`src/rtl/evaluate_taper.sv`:
```
// Collects one signed mg/eg pair from each upstream evaluator and sums the pairs.
// The two sums are blended by game phase into one saturated score that holds until clear_eval.
module evaluate_taper #(
  parameter int EVAL_WIDTH    = 24,
  parameter int NUM_EVAL      = 4,
  parameter int NUM_EVAL_LOG2 = 2
) (
  input  logic                           clk,
  input  logic                           reset,
  input  logic                           board_valid,
  input  logic                           clear_eval,
  input  logic [8:0]                     phase,
  input  logic [NUM_EVAL-1:0]            eval_valid_in,
  input  logic [NUM_EVAL*EVAL_WIDTH-1:0] eval_mg_in,
  input  logic [NUM_EVAL*EVAL_WIDTH-1:0] eval_eg_in,
  output logic [EVAL_WIDTH-1:0]          eval,
  output logic                           eval_valid
);

  localparam int ACC_W  = EVAL_WIDTH + NUM_EVAL_LOG2 + 1;
  localparam int PROD_W = ACC_W + 10;

  localparam logic [NUM_EVAL_LOG2-1:0] IDX_LAST = NUM_EVAL_LOG2'(NUM_EVAL - 1);
  localparam logic [NUM_EVAL_LOG2-1:0] IDX_ONE  = NUM_EVAL_LOG2'(1);

  // Symmetric limits so that negating a saturated score can never overflow.
  localparam logic signed [PROD_W-1:0] SAT_MAX =
    {{(PROD_W-EVAL_WIDTH+1){1'b0}}, {(EVAL_WIDTH-1){1'b1}}};
  localparam logic signed [PROD_W-1:0] SAT_MIN = -SAT_MAX;

  typedef enum logic [2:0] {
    IDLE,
    COLLECT,
    SUM,
    TAPER,
    SAT,
    DONE
  } state_t;

  state_t state;
  state_t next_state;

  logic                           board_prev;
  logic                           board_rise;
  logic [8:0]                     phase_reg;
  logic [8:0]                     phase_clamped;
  logic [NUM_EVAL-1:0]            flags;
  logic signed [EVAL_WIDTH-1:0]   mg_lat [NUM_EVAL];
  logic signed [EVAL_WIDTH-1:0]   eg_lat [NUM_EVAL];
  logic signed [ACC_W-1:0]        acc_mg;
  logic signed [ACC_W-1:0]        acc_eg;
  logic [NUM_EVAL_LOG2-1:0]       idx;
  logic signed [PROD_W-1:0]       prod;

  logic signed [ACC_W-1:0]        mg_term;
  logic signed [ACC_W-1:0]        eg_term;
  logic signed [PROD_W-1:0]       acc_mg_x;
  logic signed [PROD_W-1:0]       acc_eg_x;
  logic signed [PROD_W-1:0]       ph_x;
  logic signed [PROD_W-1:0]       inv_x;
  logic signed [PROD_W-1:0]       prod_next;
  logic signed [PROD_W-1:0]       shifted;
  logic signed [PROD_W-1:0]       sat_val;

  assign board_rise    = board_valid & ~board_prev;
  assign phase_clamped = (phase > 9'd256) ? 9'd256 : phase;

  always_ff @(posedge clk or negedge reset) begin
    if (!reset) begin
      state <= IDLE;
    end else begin
      state <= next_state;
    end
  end

  always_comb begin
    next_state = state;
    case (state)
      IDLE:    if (board_rise) next_state = COLLECT;
      COLLECT: if (&flags) next_state = SUM;
      SUM:     if (idx == IDX_LAST) next_state = TAPER;
      TAPER:   next_state = SAT;
      SAT:     next_state = DONE;
      DONE:    next_state = DONE;
      default: next_state = IDLE;
    endcase
    if (clear_eval) begin
      next_state = IDLE;
    end
  end

  always_comb begin
    mg_term   = {{(ACC_W-EVAL_WIDTH){mg_lat[idx][EVAL_WIDTH-1]}}, mg_lat[idx]};
    eg_term   = {{(ACC_W-EVAL_WIDTH){eg_lat[idx][EVAL_WIDTH-1]}}, eg_lat[idx]};
    acc_mg_x  = {{(PROD_W-ACC_W){acc_mg[ACC_W-1]}}, acc_mg};
    acc_eg_x  = {{(PROD_W-ACC_W){acc_eg[ACC_W-1]}}, acc_eg};
    ph_x      = {{(PROD_W-9){1'b0}}, phase_reg};
    inv_x     = PROD_W'(256) - ph_x;
    prod_next = acc_mg_x * ph_x + acc_eg_x * inv_x;
    shifted   = prod >>> 8;
    sat_val   = shifted;
    if (shifted > SAT_MAX) begin
      sat_val = SAT_MAX;
    end else if (shifted < SAT_MIN) begin
      sat_val = SAT_MIN;
    end
  end

  // The edge detector samples every cycle so a level held across a clear cannot retrigger.
  always_ff @(posedge clk or negedge reset) begin
    if (!reset) begin
      board_prev <= 1'b0;
    end else begin
      board_prev <= board_valid;
    end
  end

  always_ff @(posedge clk or negedge reset) begin
    if (!reset) begin
      phase_reg  <= '0;
      flags      <= '0;
      acc_mg     <= '0;
      acc_eg     <= '0;
      idx        <= '0;
      prod       <= '0;
      eval       <= '0;
      eval_valid <= 1'b0;
      for (int i = 0; i < NUM_EVAL; i++) begin
        mg_lat[i] <= '0;
        eg_lat[i] <= '0;
      end
    end else if (clear_eval) begin
      flags      <= '0;
      eval_valid <= 1'b0;
    end else begin
      case (state)
        IDLE: begin
          if (board_rise) begin
            phase_reg <= phase_clamped;
            flags     <= '0;
          end
        end
        COLLECT: begin
          // Each evaluator is captured once; later drops of its valid are ignored.
          for (int i = 0; i < NUM_EVAL; i++) begin
            if (eval_valid_in[i] && !flags[i]) begin
              mg_lat[i] <= eval_mg_in[i*EVAL_WIDTH +: EVAL_WIDTH];
              eg_lat[i] <= eval_eg_in[i*EVAL_WIDTH +: EVAL_WIDTH];
              flags[i]  <= 1'b1;
            end
          end
          if (&flags) begin
            acc_mg <= '0;
            acc_eg <= '0;
            idx    <= '0;
          end
        end
        SUM: begin
          acc_mg <= acc_mg + mg_term;
          acc_eg <= acc_eg + eg_term;
          idx    <= idx + IDX_ONE;
        end
        TAPER: begin
          prod <= prod_next;
        end
        SAT: begin
          eval       <= sat_val[EVAL_WIDTH-1:0];
          eval_valid <= 1'b1;
        end
        default: begin
        end
      endcase
    end
  end

endmodule

```
`config.mk`:
```
export PLATFORM = sky130hd
export DESIGN_NAME = evaluate_taper
export DESIGN_NICKNAME = d
export VERILOG_FILES = /design/src/rtl/evaluate_taper.sv
export SDC_FILE = /design/constraint.sdc
export NUM_CORES = 2
export LEC_CHECK = 0
export ABC_CLOCK_PERIOD_IN_PS = 23000
export BUFFER_PORTS_ARGS = -buffer_cell sky130_fd_sc_hd__buf_4
export CAP_MARGIN = 20
export CORE_MARGIN = 3
export CORE_UTILIZATION = 47
export DETAILED_ROUTE_END_ITERATION = 7
export GPL_TIMING_DRIVEN = 0
export SETUP_SLACK_MARGIN = 0.4
export SLEW_MARGIN = 10
export SYNTH_ARGS = -nofsm -noshare
export SYNTH_HDL_FRONTEND = slang
export SYNTH_SLANG_ARGS = --single-unit
```
`constraint.sdc`:
```
create_clock -name clk -period 23 [get_ports clk]
set_clock_uncertainty 0.2 [all_clocks]
set_input_delay 1.15 -clock clk [delete_from_list [all_inputs] [get_ports clk]]
set_output_delay 1.15 -clock clk [all_outputs]
set_load 0.1 [all_outputs]
```
Word level (Yosys, flattened, before mapping) --
Cells that the tools add are included.
Operators by class: $add $sub $neg 5, eq/ne operators 14, reduce and logical (&&, ||, !) cells 27, magnitude comparators 4, $mul 2, mux-type cells 28, bitwise logic cells 4
Operators with widths (number):
- $mux 24 | 6
- $pmux 27 s2 | 2
- $bmux 24 s2 | 2
- $mul 27x10->37 | 2
- $add 27x24->27 | 2
- $add 37x37->37 | 1
- $reduce_and 3->1 | 11
- $gt 29x24->1 const B | 1
- $lt 29x24->1 const B | 1
- $mux 27 | 1
- $ne 3x3->1 const B | 7
- $pmux 3 s5 | 1
- $mux 3 | 4
- $sub 9x9->10 const A | 1
- $gt 9x9->1 const B | 1
- $mux 9 | 1
- $mux 4 | 2
- $pmux 4 s2 | 1
- $eq 3x2->1 const B | 2
- $eq 3x3->1 const B | 2
- $mux 1 | 6
- $logic_and 1x1->1 | 4
- $logic_not 1->1 | 4
- $pmux 2 s2 | 1
- other kinds (15) | 18
Word-level totals: output and inout bits 25, logic and storage cells 105, bits in registers 327

Longest topological paths before layout --
depth in word-level cells 6, mapped depth 32

Worst setup path before layout --
Ideal clock, no wire load.
path type register to register, start reg phase_reg[0], end reg prod[33], slack 15.365 ns, period minus slack after synthesis 7.635 ns, buffers on the path 3, stages on the path, launching flop included 29, data required time 22.669 ns, arrival 7.304 ns, cells stage by stage dfrtp_1 > clkbuf_1 > clkbuf_1 > inv_1 > ha_1 > nand2_1 > xor2_1 > clkbuf_1 > nand2_1 > fa_1 > inv_1 > fa_1 > fa_1 > fa_1 > fa_1 > fa_1 > inv_1 > fa_1 > inv_1 > ha_1 > a211oi_1 > o21bai_1 > a2111oi_2 > a211oi_2 > nor3_2 > nor2_1 > a41oi_1 > xor2_1 > o21ai_1
On the way: longest elaborated chain between the ends 3
RTL lines:
- start: declaration | line 45 | logic [8:0] phase_reg;
- start signal: assignment | line 139 | phase_reg <= phase_clamped;
- $sub 9x9->10 | line 98 | inv_x = PROD_W'(256) - ph_x;
- $mul 27x10->37 | line 99 | prod_next = acc_mg_x * ph_x + acc_eg_x * inv_x;
- $add 37x37->37 * | line 99
- end signal: assignment | line 164 | prod <= prod_next;
- end: declaration | line 53 | logic signed [PROD_W-1:0] prod;
Every way passes the cells marked *; elsewhere a longest branch is shown, timed or not. A chain may end at the register's enable or synchronous reset.

Worst setup path in the final report --
start reg phase_reg[0], end reg prod[29]
The elaborated chain is that of the path after synthesis.

==> flow_summary.ini <==
[synthesis]
synth.avg_cell_area_um2 = 10.4
synth-edff-count = 0
dominantRegCellSynth = dfrtp_1
synth_area_leaders = fa_1 30%, dfrtp_1 24%, ha_1 6.8%
yosysTopAreaCellShare_pct = 30.2
synth.lib_cells_used.distinct = 67
mappedNetlistNets = 4057
async_reset_ff_share_pct = 100
largest_area_contributor_in_the_netlist = fa_1
mappedNetlistArea_mm2 = 0.0329
netlist_instances = 3173
sequential_cell_area_fraction_in_the_yosys_report_pct = 24.3
yosys_register_bits = 319
yosysWarnings = 0

[cts]
postCtsSetupBuffers = 0
cts_htree_levels = 2
cts-resized-gates = 0
tritoncts.num_buffers = 36
clock-root-buffer = clkbuf_16
postCtsHoldBufs = 0
tritoncts = yes
clockBufferDepth = 3
insertion_delay_ns = 0.60
clkSlewWorstSetupHoldPaths_ns = 0.06
cts.sinks = 319

[sta]
fmaxAchievable_ghz = 0.0977
setup-violations-final = 0
setup_total_negative_slack_ns = 0
maxSlewHeadroom_pct = 26.4
worst_pin_slew_ns = 1.10
timing.final.max_slew_violations = 0
setup_repair_after_global_routing_missed_its_margin = no
hold_viol = 0
final.period_utilization_pct = 44.5
final_period_minus_worst_setup_slack_ns = 10.24

[drt]
drt.antenna.violating_nets = 0
routed_via_density = 5.28
drt_pre_antenna_iters = 7
detailroute.via_count = 23285
initialDrtViolationCount = 1382
routed_wl_um = 93900
route.detailed.drc = 0
wl_per_cell_um = 21.3

[critical_path]
startpoint_class_of_the_critical_path = flop
crit_fanout = 10
critical_path_arrival_ns = 10.46
timing.critical_path.max_delay_family = adder cells
critical_path_required_time_ns = 23.22
slowest_stage = xor2_1
worst_setup_path_end_kind = flop
critical_path_s_most_frequent_cell = fa_1
timing_worst_setup_path_type = flop to flop
depth_of_the_critical_timing_path_with_buffers_and_inverters_included = 28
slowest_delay_ns = 0.80
r2r_cells = 28
number_of_buffer_and_inverter_stages_on_the_critical_path = 7

[flow_run]
drv.max_cap_violation_count = 0

[place]
detailed_place_hpwl_um = 78200
final_weighted_congestion_of_routability_driven_global_placement = 0.942
io_buffer_count = 233

[status]
outcome = finished, final reports clean

[floorplan]
io-pin-count = 234
core-area_mm2 = 0.0689
start_util_pct = 47.7
rows = 96
chipWidth_um = 271
fp.dieH_um = 271
die_area_mm2 = 0.0732

[cells_and_area]
reg_top3 = eg_lat (96), mg_lat (96), prod (29)
area.sequential_mm2 = 0.00798
final_nets = 4337
drive_gt1_share_pct = 16.2
multi_input_area_mm2 = 0.0222
filler_cell_count = 6320
area.growth.synth_to_final_pct = 13.3
antenna-diode-count = 0

[global_routing]
grt_remaining_overflow = 0
groute.usage.overall_pct = 26.3
wire_length_of_the_first_global_routing_pass_um = 148000
number_of_global_route_vias_before_repair = 25612
grt_start_max_net_pins = 93
grt_antenna_before_repair = 4

[hold_path]
min_path_type = input port to asynchronous set/reset pin
cell families (layout without fill, tap and decap cells):
group                    count (synthesis)  count (layout)  share of synthesized area, %
buffers and inverters                  712            1017                          8.16
flip-flops                             319             319                          24.3
AO/OA/AOI/OAI                          351             351                          6.65
adder cells (fa/ha/maj)                675             675                          37.0
AND/OR/NAND/NOR                        778             778                          11.4
XOR/XNOR                                93              93                          2.48
multiplexers                           245             245                          10.0
stage by stage:
| stage | hold slack [ns] | instances | utilization [%] | area [um^2] | setup WS (ns) |
|---|---|---|---|---|---|
| 4_1_cts | 0.261 | 4408 | 54.0 | 37200 | 12.67 |
| 5_1_grt | 0.280 | 4409 | 54.0 | 37200 | 12.14 |
| 3_3_place_gp | 0.274 | 4337 | 51.9 | 35800 | 12.55 |
| 2_1_floorplan | 0.265 | 3173 | - | 32900 | 15.36 |
| 3_5_place_dp | 0.288 | 4345 | 52.1 | 35900 | 12.67 |
| 6_report | 0.271 | 4409 | 54.0 | 37200 | 12.76 |
final cells by class:
type,instances,area share (%)
tap,931,3.13
multi-input combinational,2142,59.7
buffer,162,1.66
inverter,550,5.54
clock buffer,53,2.81
sequential,319,21.4
clock inverter,10,0.672
timing repair buffer,242,5.08
path summary, 6_finish.rpt:
path	endpoint	slack [ns]	startpoint
worst max-delay path	prod[29]$_DFFE_PN0P_	12.76	phase_reg[0]$_DFFE_PN0P_
worst min-delay path	prod[9]$_DFFE_PN0P_	0.27	reset
worst max register to register	prod[29]$_DFFE_PN0P_	12.76	phase_reg[0]$_DFFE_PN0P_
worst min register to register	eg_lat[45]$_DFFE_PN0P_	0.30	eg_lat[45]$_DFFE_PN0P_
max in group asynchronous	eg_lat[14]$_DFFE_PN0P_	20.66	reset
min in group clk	eg_lat[45]$_DFFE_PN0P_	0.30	eg_lat[45]$_DFFE_PN0P_
synthesized netlist by cell type (43+ instances only):
cell type and n:
a21o_1 43, a21oi_1 106, and2_1 224, clkbuf_1 145, dfrtp_1 319, fa_1 496, ha_1 179, inv_1 550
mux2_2 196, mux4_2 48, nand2_1 362, nor2_1 84, o21ai_0 102, xnor2_1 47, xor2_1 46
metal layers:
| metal | wire, um | up-vias | track usage [%] | share of wire, % |
|---|---|---|---|---|
| met1 | 39700 | 11933 | 35.0 | 42 |
| met2 | 45300 | 680 | 44.6 | 48 |
| met4 | 2630 | 0 | 6.79 | 2.8 |
| met5 | 0 | - | 0 | 0 |
| met3 | 6290 | 126 | 5.01 | 6.7 |
| li1 | - | 10546 | - | - |
cells in the final DEF (no fill, tap or decap), drive strengths merged, types with 13 or more instances in the layout:
master,instances
a22o,14
inv,550
ha,179
nand2b,13
nand2,362
clkbuf,198
a21o,44
xor2,46
a31oi,15
o21ai,108
mux4,48
dfrtp,319
a21oi,107
xnor2,47
mux2,196
fa,496
nor3,18
and2,224
nor2,84
buf,259
nand3,16
Power is left out: the tool's default activity adds up to more than one toggle a clock period on the data nets, which glitch-free logic cannot reach.
